[src/rtl/logic_gate_pkg.sv]
// Shared encodings for the gate sweeper and the reference gate model.
package logic_gate_pkg;

  localparam logic [2:0] OP_AND  = 3'd0;
  localparam logic [2:0] OP_OR   = 3'd1;
  localparam logic [2:0] OP_XOR  = 3'd2;
  localparam logic [2:0] OP_NAND = 3'd3;
  localparam logic [2:0] OP_NOR  = 3'd4;
  localparam logic [2:0] OP_XNOR = 3'd5;

  typedef enum logic [1:0] {
    ST_IDLE,
    ST_DRIVE,
    ST_DONE
  } state_e;

endpackage

[src/rtl/gate_ref.sv]
// Reference model of an N-input gate: bitwise reduction of vec selected by op.
module gate_ref
  import logic_gate_pkg::*;
#(
  parameter int N_IN = 2
) (
  input  logic [2:0]      op,
  input  logic [N_IN-1:0] vec,
  output logic            expected
);

  always_comb begin
    expected = &vec;
    case (op)
      OP_AND:  expected = &vec;
      OP_OR:   expected = |vec;
      OP_XOR:  expected = ^vec;
      OP_NAND: expected = ~&vec;
      OP_NOR:  expected = ~|vec;
      OP_XNOR: expected = ~^vec;
      default: expected = &vec;  // reserved codes behave as AND
    endcase
  end

endmodule

[src/rtl/logic_gate_sweeper.sv]
// Truth-table sweeper: steps every input vector through the gate under test,
// holds each for DWELL cycles and counts mismatches against gate_ref.
module logic_gate_sweeper
  import logic_gate_pkg::*;
#(
  parameter int N_IN  = 2,
  parameter int DWELL = 4,
  localparam int CNT_W = N_IN + 1
) (
  input  logic             clk,
  input  logic             rst,
  input  logic             start,
  input  logic [2:0]       op,
  input  logic             z_in,
  output logic [N_IN-1:0]  x_out,
  output logic             busy,
  output logic             done,
  output logic             pass,
  output logic [CNT_W-1:0] err_cnt,
  output logic             fail_valid,
  output logic [N_IN-1:0]  first_fail
);

  localparam int DW_W = $clog2(DWELL) + 1;
  localparam logic [N_IN:0]      VEC_LAST   = (N_IN + 1)'((1 << N_IN) - 1);
  localparam logic [DW_W-1:0]    DWELL_LAST = DW_W'(DWELL - 1);
  localparam logic [CNT_W-1:0]   CNT_MAX    = '1;

  state_e          state;
  logic [2:0]      op_q;
  logic [N_IN:0]   vec;  // one extra bit so the terminal compare cannot wrap
  logic [DW_W-1:0] dwell_cnt;

  logic             expected;
  logic             sample;
  logic             mismatch;
  logic [CNT_W-1:0] err_nxt;

  gate_ref #(
    .N_IN(N_IN)
  ) u_gate_ref (
    .op      (op_q),
    .vec     (vec[N_IN-1:0]),
    .expected(expected)
  );

  always_comb begin
    sample   = (state == ST_DRIVE) && (dwell_cnt == DWELL_LAST);
    mismatch = sample && (z_in != expected);
    err_nxt  = err_cnt;
    if (mismatch && (err_cnt != CNT_MAX)) err_nxt = err_cnt + 1'b1;
  end

  always_ff @(posedge clk) begin
    if (rst) begin
      state      <= ST_IDLE;
      op_q       <= '0;
      vec        <= '0;
      dwell_cnt  <= '0;
      x_out      <= '0;
      busy       <= 1'b0;
      done       <= 1'b0;
      pass       <= 1'b0;
      err_cnt    <= '0;
      fail_valid <= 1'b0;
      first_fail <= '0;
    end else begin
      done <= 1'b0;
      case (state)
        ST_IDLE: begin
          if (start) begin
            op_q       <= op;
            err_cnt    <= '0;
            fail_valid <= 1'b0;
            first_fail <= '0;
            pass       <= 1'b0;
            vec        <= '0;
            dwell_cnt  <= '0;
            x_out      <= '0;
            busy       <= 1'b1;
            state      <= ST_DRIVE;
          end
        end
        ST_DRIVE: begin
          dwell_cnt <= dwell_cnt + 1'b1;
          if (sample) begin
            err_cnt   <= err_nxt;
            dwell_cnt <= '0;
            if (mismatch && !fail_valid) begin
              first_fail <= vec[N_IN-1:0];
              fail_valid <= 1'b1;
            end
            if (vec == VEC_LAST) begin
              state <= ST_DONE;
              busy  <= 1'b0;
              done  <= 1'b1;
              pass  <= (err_nxt == '0);
            end else begin
              vec   <= vec + 1'b1;
              x_out <= N_IN'(vec + 1'b1);
            end
          end
        end
        ST_DONE: state <= ST_IDLE;
        default: state <= ST_IDLE;
      endcase
    end
  end

endmodule

[config.mk]
export PLATFORM = sky130hd
export DESIGN_NAME = logic_gate_sweeper
export DESIGN_NICKNAME = d
export VERILOG_FILES = /design/src/rtl/logic_gate_pkg.sv /design/src/rtl/gate_ref.sv /design/src/rtl/logic_gate_sweeper.sv
export SDC_FILE = /design/constraint.sdc
export NUM_CORES = 1
export LEC_CHECK = 0
export BUFFER_PORTS_ARGS = -buffer_cell sky130_fd_sc_hd__buf_4
export CORE_ASPECT_RATIO = 0.5
export CORE_MARGIN = 4
export CORE_UTILIZATION = 40
export CTS_BUF_LIST = sky130_fd_sc_hd__clkbuf_8
export DETAILED_ROUTE_END_ITERATION = 12
export PLACE_DENSITY = 0.68
export RECOVER_POWER = 50
export SLEW_MARGIN = 30
export SYNTH_ARGS = -nofsm -noshare
export SYNTH_HDL_FRONTEND = slang
export SYNTH_SLANG_ARGS = --single-unit
[constraint.sdc]
create_clock -name clk -period 4.2 [get_ports clk]
set_input_delay 0.21 -clock clk [delete_from_list [all_inputs] [get_ports clk]]
set_output_delay 0.21 -clock clk [all_outputs]
set_load 0.03 [all_outputs]
# Word-level counts from Yosys, hierarchy flattened
# Cells that the tools add are included.
# totals
register_bits,22
# op_classes
n_bitwise,2
eq_ne,15
addsub,3
reduce_logical,22
n_mux,33
# ops
cell,count
two-way mux 3 bit,6
one-hot mux 3 bit (2 select lines),3
two-way mux 2 bit,8
"== test 3 x 2 -> 1 bit, second input constant",4
one-hot mux 2 bit (2 select lines),3
AND reduction 4 bit,3
"adder 3 x 1 -> 3 bit, second input constant",3
two-way mux 1 bit,9
"== test 3 bit, second input constant",2
"!= test 2 bit, second input constant",3
one-hot mux 1 bit (2 select lines),3
AND reduction 2 bit,3
AND reduction 3 bit,2
one-hot mux 1 bit (5 select lines),1
logical AND 1 bit,4
"!= test 2 x 1 -> 1 bit, second input constant",2
"== test 3 x 1 -> 1 bit, second input constant",1
logical NOT 1 bit,3
logical NOT 3 bit,1
"!= test 3 bit, second input constant",1
OR reduction 3 bit,1
"== test 2 x 1 -> 1 bit, second input constant",1
logical NOT 2 bit,1
NOT 1 bit,2
5 further kinds,5

# Logic depth before layout (Yosys ltp)
# Gate-level depths: netlist of the first run.
# logic_depth
depth_word,11
depth_mapped,8
ltp_nobuf,8

# By module
# A second synthesis of the first run with hierarchy kept.
# hier_totals
cells_unflattened,112
area_unflattened_um2,1038.5
# by_module_without_submodules
module,instances,seq_area_each_um2,area_each_um2,cells_per_inst
logic_gate_sweeper,1,400.4,948.4,100
gate_ref,1,0.0,90.1,12

# Worst setup path after synthesis of the first run
# No wires, ideal clock.
# synth_timing
kind,flip-flop to flip-flop
start,register x_out[0] (netlist name)
end,register first_fail[0]
path_slack_ps,2142
path_stages_with_launch,9
arrival_time_ps,1987
period_less_slack_ps,2058
cell_sequence,dfxtp_1 > inv_1 > ha_1 > nor3b_1 > or3_4 > and3_1 > nor3_2 > mux2_2 > a21oi_1
# synth_lines
element,line_no,source
"end signal, assigned",logic_gate_sweeper.sv:90,first_fail <= vec[N_IN-1:0];
"end, declared",logic_gate_sweeper.sv:21,output logic [N_IN-1:0] first_fail

==> flow_summary.toml, run 1 <==
[worst_hold_path]
hold_end = "op_q[0]"
hold_path_class = "primary input to register"
hold_path_startpoint = "op[0]"
hold-path-cell-count = 3

[cells_and_area]
final_area_sq_um = 1290
antenna_cells_inserted = 0
fillers = 271
nNetsFinal = 164
ff_latch_area_sq_um = 400
layout_cells_sized_above_1_pct = 13.3
multiInputGateArea_sq_um = 672
area_growth_syn_to_layout_pct = 13.8

[die]
placementRows = 13
initial_core_utilization_pct = 42.6
ioPinCount = 18
die_y_um = 45.6
coreArea_sq_um = 2650
die-width_um = 83.2
fp.dieArea_sq_um = 3790

[grt]
grt_antenna_before_repair = 0
grt_start_max_net_pins = 21
wire_length_of_the_first_global_routing_pass_mm = 3.80
globalRouteOverflowTotal = 0
first_global_vias = 828
groute.usage.overall_pct = 12.6

[cts]
cts-root-buf = "sky130_fd_sc_hd__clkbuf_8"
tritoncts = "done"
cts_max_path_buffers = 2
cts.hold.buffers_added = 0
clock_tree.htree_level_count = 1
cts.sink_count = 20
cts_resized = 0
cts_setup_buffers = 0
clock_insertion_delay_worst_skew_ps = 260
path_clk_slew_ps = 80
tritoncts.num_buffers = 3

[detailed_routing]
routed_wirelength_mm = 2.31
drc = 0
post_drt_via_cell_ratio = 5.12
dr.first_iter.drc_count = 33
route.detailed.wl_per_inst_um = 12.4
met2_length_um = 930
drtAntennaViolNets = 0
via_count = 958
detailroute.wirelength.met3_um = 93
wirelength_met1_mm = 1.27
route.top_layer_used = "met4"
drt_first_pass_iters = 4

[timing]
clock.fmax_ghz = 0.447
final.setup_skew_ps = 2.23
fin_hold_ws_ps = 200
post-route-period-util_pct = 53.2
slew-limit-headroom_pct = 68.7
report.final.slew_viol_count = 0
rsz_0062_raised_after_global_routing = "no"
timing.final.setup_violations = 0
timing.final.ws_setup_ps = 1960
count_of_final_hold_check_violations = 0
tns_ps = 0
period_needed_ps = 2240
worstMarginPinSlew_ps = 465

[place]
detailedPlacementHpwl_mm = 1.76
pre_cts_slack_ps = 1990
io_buffer_count = 17
dpl_cell_area_sq_um = 1270
place.gp.congestion = 0.813

[worst_setup_path]
criticalPathCategory = "register to register"
startpoint_type = "register"
worst_r2r_endpoint = "first_fail[0]"
cp_num_buf_inv = 1
worstPathRequired_ps = 4390
worstPathMaxFanout = 5
crit-reg2reg-launch = "x_out[0]"
cp.arrival_ps = 2430
slowest_stage = "sky130_fd_sc_hd__dfxtp_1"
slowest_delay_ps = 400
critPathCaptureType = "register"
critical-path-top-delay-family = "simple AND/OR/NAND/NOR gates"
crit_path_cell_trace = "inv_1 > ha_1 > nor3b_1 > or3_4 > and3_1 > nor3_2 > mux2_2 > a21oi_1"
worstRegToRegCells = 8
rrSetupSlack_ps = 1960
crit_start = "x_out[0]"

[pwr]
switching_power_uw = 96.6
power_frac_comb_pct = 11.0
vdd_ir_drop_max_mv = 0.137
pwr_density_cell_nw_per_um2 = 304
sw_frac_of_total_pct = 24.7
pwr-share-seq_pct = 51.3
leakage_uw = 0.000491
power.total_uw = 391
internal_power_uw = 295
clock_power_share_pct = 37.8

[yosys]
ys_async_sr_fraction_pct = 0
ys.flop_type = "sky130_fd_sc_hd__dfxtp_1"
netlist-cell-type-count = 40
syn-num-nets = 148
synth_area_per_cell_sq_um = 8.37
number_of_enable_type_register_cells_in_the_synthesized_netlist = 0
ys_seq_elements = 20
ys.warnings.count = 0
synthesis.instances = 135
syn_area_sq_um = 1130
synth.yosys.seq_area_share_pct = 35.4

[status]
outcome = "finished clean"

[job]
cap_violations = 0
-- power groups by stage --
stage / logic, uW / registers [uW] / clock network (uW)
6_report: 42.9 / 201 / 148
5_1_grt: 47.1 / 201 / 163
4_1_cts: 43.9 / 200 / 153
3_5_place_dp: 43.7 / 205 / 0
3_3_place_gp: 43.3 / 205 / 0
2_1_floorplan: 30.0 / 205 / 0
-- worst max-delay path by stage --
stage	endpoint	slack, ps	cells after the start
3_5_place_dp	first_fail[0]	1990	8
5_1_grt	first_fail[1]	1830	8
3_3_place_gp	first_fail[0]	2040	8
2_1_floorplan	first_fail[0]	2140	8
6_report	first_fail[0]	1960	8
4_1_cts	first_fail[0]	1970	8
-- registers in the layout (all words and copies together) (netlist names) --
register    count
dwell_cnt       3
err_cnt         3
op_q            3
first_fail      2
state           2
vec             2
busy            1
done            1
fail_valid      1
pass            1
x_out           1
-- logic make-up after synthesis --
kind of cell | count (synthesis) | synth area share (%)
simple gates | 64 | 31.6
compound gates | 25 | 14.8
buf+inv | 13 | 5.09
fa+ha+maj | 6 | 6.64
flops | 20 | 35.4
mux | 7 | 6.42
-- cell usage after synthesis (3+ instances only) --
master	count	area share, %
sky130_fd_sc_hd__inv_1	7	2.3
sky130_fd_sc_hd__nand2_1	17	5.6
sky130_fd_sc_hd__nor2_1	14	4.7
sky130_fd_sc_hd__nor2b_1	4	2.2
sky130_fd_sc_hd__and3_1	3	1.7
sky130_fd_sc_hd__nor3_1	4	1.8
sky130_fd_sc_hd__mux2i_1	5	4.4
sky130_fd_sc_hd__a211oi_1	3	2.0
sky130_fd_sc_hd__clkbuf_1	3	1.0
sky130_fd_sc_hd__a21oi_1	10	4.4
sky130_fd_sc_hd__dfxtp_1	20	35
sky130_fd_sc_hd__ha_1	6	6.6
-- cell type report --
class	instances	share of cell area [%]
Clock buffer	4	4.28
Timing Repair Buffer	17	6.71
Inverter	7	2.04
Multi-Input combinational cell	102	52.2
Tap cell	37	3.60
Sequential cell	20	31.1
-- tightest hold or removal path: stages --
cell,delay (ps)
sky130_fd_sc_hd__buf_4,110
sky130_fd_sc_hd__nand2_1,40
sky130_fd_sc_hd__a21oi_1,50
-- per-stage QoR --
stage          util (%)  std cells
5_1_grt            48.5        187
2_1_floorplan         -        135
3_3_place_gp       48.0        183
4_1_cts            50.1        187
3_5_place_dp       48.0        183
6_report           48.5        187
-- metal layers --
layer  global-route usage, %  up-vias
met1                    18.1      432
met4                    2.93        0
met5                       0        -
met3                    3.61        2
li1                        -      509
met2                    18.9       15
-- cell usage in the layout, fill, tap and decap left out, types with 2 or more instances in the layout --
cell,synthesis,layout
sky130_fd_sc_hd__clkbuf_8,0,4
sky130_fd_sc_hd__inv_1,7,7
sky130_fd_sc_hd__clkbuf_1,3,11
sky130_fd_sc_hd__o2111ai_1,2,2
sky130_fd_sc_hd__nand2b_1,2,2
sky130_fd_sc_hd__nor2_1,14,14
sky130_fd_sc_hd__a21oi_1,10,10
sky130_fd_sc_hd__ha_1,6,6
sky130_fd_sc_hd__nand3_1,2,2
sky130_fd_sc_hd__a211oi_1,3,3
sky130_fd_sc_hd__nor3_1,4,4
sky130_fd_sc_hd__o211ai_1,2,2
sky130_fd_sc_hd__nand2_1,17,17
sky130_fd_sc_hd__buf_4,2,6
sky130_fd_sc_hd__or3_1,2,2
sky130_fd_sc_hd__a31oi_1,2,2
sky130_fd_sc_hd__nor3b_1,2,2
sky130_fd_sc_hd__mux2_2,2,2
sky130_fd_sc_hd__nor2b_1,4,4
sky130_fd_sc_hd__dfxtp_1,20,20
sky130_fd_sc_hd__mux2i_1,5,5
sky130_fd_sc_hd__and3_1,3,3
sky130_fd_sc_hd__or2_2,2,2
sky130_fd_sc_hd__and2_1,2,2
Power figures use the tool's default switching activity.
==> run 2: changes to the inputs <==
--- a/config.mk
+++ b/config.mk
@@ -11,7 +11,7 @@
 export CORE_UTILIZATION = 40
 export CTS_BUF_LIST = sky130_fd_sc_hd__clkbuf_8
 export DETAILED_ROUTE_END_ITERATION = 12
-export PLACE_DENSITY = 0.68
+export PLACE_DENSITY = 0.7
 export RECOVER_POWER = 50
 export SLEW_MARGIN = 30
 export SYNTH_ARGS = -nofsm -noshare
==> constraint.sdc (replaced) <==
create_clock -name clk -period 2 [get_ports clk]
set_input_delay 0.1 -clock clk [delete_from_list [all_inputs] [get_ports clk]]
set_output_delay 0.1 -clock clk [all_outputs]
set_load 0.03 [all_outputs]
==> run 2 against run 1 <==
Against the previous run:
- largest power group unchanged
- the flow now finishes with violations (setup timing)
- critical path depth is the same
- worst setup slack lost 2000 ps
- die area stayed put
- maximum frequency grew 8.7%
- count of clock-buffer cells in the layout fell by 1
- wire length is 22% higher
- critical path type unchanged
- final area rose by 19%
- utilization rose by 9.4 points
- largest cell class unchanged
==> flow_summary.toml, run 2 (synthesis results as in run 1) <==
[status]
outcome = "finished, violations left"
failed_checks = "setup timing"

[cts]
cts-root-buf = "sky130_fd_sc_hd__clkbuf_8"
cts_max_path_buffers = 2
clock_insertion_delay_worst_skew_ps = 260
tritoncts.num_buffers = 3
path_clk_slew_ps = 80
cts.hold.buffers_added = 0
cts.sink_count = 20
clock_tree.htree_level_count = 1
tritoncts = "done"

[detailed_routing]
route.detailed.wl_per_inst_um = 14.1
post_drt_via_cell_ratio = 5.38
drc = 0
drtAntennaViolNets = 0
drt_first_pass_iters = 4
dr.first_iter.drc_count = 58
routed_wirelength_mm = 2.81
via_count = 1075

[worst_setup_path]
cp_num_cells = 8
cp_num_buf_inv = 1
startpoint_type = "register"
slowest_stage = "sky130_fd_sc_hd__or3_4"
cp.arrival_ps = 2260
critical-path-top-delay-family = "simple AND/OR/NAND/NOR gates"
worstPathRequired_ps = 2200
criticalPathCategory = "register to register"
worstRegToRegCells = 8
worstSetupEndpoint = "first_fail[1]"
worstPathMaxFanout = 4
crit_path_cell_trace = "inv_2 > ha_4 > nor3b_2 > or3_4 > and3_4 > nor3_4 > mux2_4 > a21oi_2"
worst_r2r_endpoint = "first_fail[1]"
crit-reg2reg-launch = "x_out[0]"
critPathCaptureType = "register"
slowest_delay_ps = 440
crit_start = "x_out[0]"
rrSetupSlack_ps = -60

[pwr]
vdd_ir_drop_max_mv = 0.272
power.total_uw = 949
pwr_density_cell_nw_per_um2 = 618
leakage_uw = 0.000611

[timing]
count_of_final_hold_check_violations = 0
worstMarginPinSlew_ps = 404
fin_hold_ws_ps = 87.2
period_needed_ps = 2060
final.setup_skew_ps = 2.23
slew-limit-headroom_pct = 72.9
clock.fmax_ghz = 0.486
timing.final.ws_setup_ps = -55.8
timing.final.setup_violations = 5
report.final.slew_viol_count = 0
post-route-period-util_pct = 103
rsz_0062_raised_after_global_routing = "yes"

[grt]
grt_antenna_before_repair = 0
grt_start_max_net_pins = 21
met1_resource_use_gr_pct = 19.8
globalRouteOverflowTotal = 0
groute.usage.overall_pct = 14.6
globalRouteMet3Util_pct = 2.89
first_global_vias = 957
wire_length_of_the_first_global_routing_pass_mm = 4.42
busiest_layer = "met2"
globalRouteMet2Util_pct = 23.7

[die]
ioPinCount = 18
initial_core_utilization_pct = 42.6
coreArea_sq_um = 2650
die-width_um = 83.2
die_y_um = 45.6
fp.dieArea_sq_um = 3790
placementRows = 13

[cells_and_area]
antenna_cells_inserted = 0
final_area_sq_um = 1540
biggestRegsByFlops = "dwell_cnt (3), err_cnt (3), op_q (3)"
fin_util_pct = 57.9
mostFrequentLayoutCell = "sky130_fd_sc_hd__buf_4"
fillers = 227
area_growth_syn_to_layout_pct = 35.9
layout_cells_sized_above_1_pct = 33.7
mostFrequentLayoutCells = "sky130_fd_sc_hd__buf_4 (20), sky130_fd_sc_hd__dfxtp_1 (18), sky130_fd_sc_hd__nand2_1 (17)"
nNetsFinal = 177

[place]
dpl_cell_area_sq_um = 1350
place.gp.congestion = 0.847
pre_cts_slack_ps = -99.8
detailedPlacementHpwl_mm = 1.91
io_buffer_count = 17

[worst_hold_path]
hold_path_class = "primary input to register"
hold_path_startpoint = "op[0]"

[job]
cap_violations = 0
[run 2: where the power goes]
part	internal (uW)	switching, uW
Combinational	49.4	67.9
Sequential	409	13.1
Clock	267	143
[run 2: worst reg2reg max path, cell delays in order, from the launching register on]
cell	delay, ps
sky130_fd_sc_hd__dfxtp_2	350
sky130_fd_sc_hd__inv_2	50
sky130_fd_sc_hd__ha_4	280
sky130_fd_sc_hd__nor3b_2	40
sky130_fd_sc_hd__or3_4	440
sky130_fd_sc_hd__and3_4	170
sky130_fd_sc_hd__nor3_4	210
sky130_fd_sc_hd__mux2_4	330
sky130_fd_sc_hd__a21oi_2	110
[run 2: repair_timing]
action                                 4_1_cts  5_1_grt
setup endpoints to repair                    6        6
endpoints found under the hold margin        0        0
setup buffers                                1        3
resized for setup                            5       21
pin swaps                                    1       17
[run 2: area by class of cell]
class / count / area, sq um / area share, %
clock buffers: 3 / 41.3 / 2.69
clock inverters: 1 / 30.0 / 1.96
inverters: 7 / 26.3 / 1.71
multi-input cells: 102 / 793 / 51.7
flip-flops and latches: 20 / 403 / 26.2
well taps: 37 / 46.3 / 3.02
repair buffers: 30 / 195 / 12.7
[run 2: layer usage]
metal,wire length (um),vias up
met2,1280,19
met5,0,-
met1,1400,514
met3,87,4
met4,39,0
li1,-,538
[run 2: worst min path at each step]
stage / to / slack, ps / cells after the start
2_1_floorplan: op_q[0] / 240 / 2
3_3_place_gp: op_q[2] / 360 / 3
3_5_place_dp: op_q[1] / 360 / 3
4_1_cts: op_q[0] / 80 / 3
5_1_grt: op_q[1] / 100 / 3
6_report: op_q[0] / 90 / 3
[run 2: through the flow]
| stage | TNS (ps) | std cells |
|---|---|---|
| after floorplan | 0 | 135 |
| after global placement | -77.4 | 192 |
| after detailed placement | -245 | 192 |
| after CTS | -107 | 197 |
| after global routing | -694 | 200 |
| final | -133 | 200 |
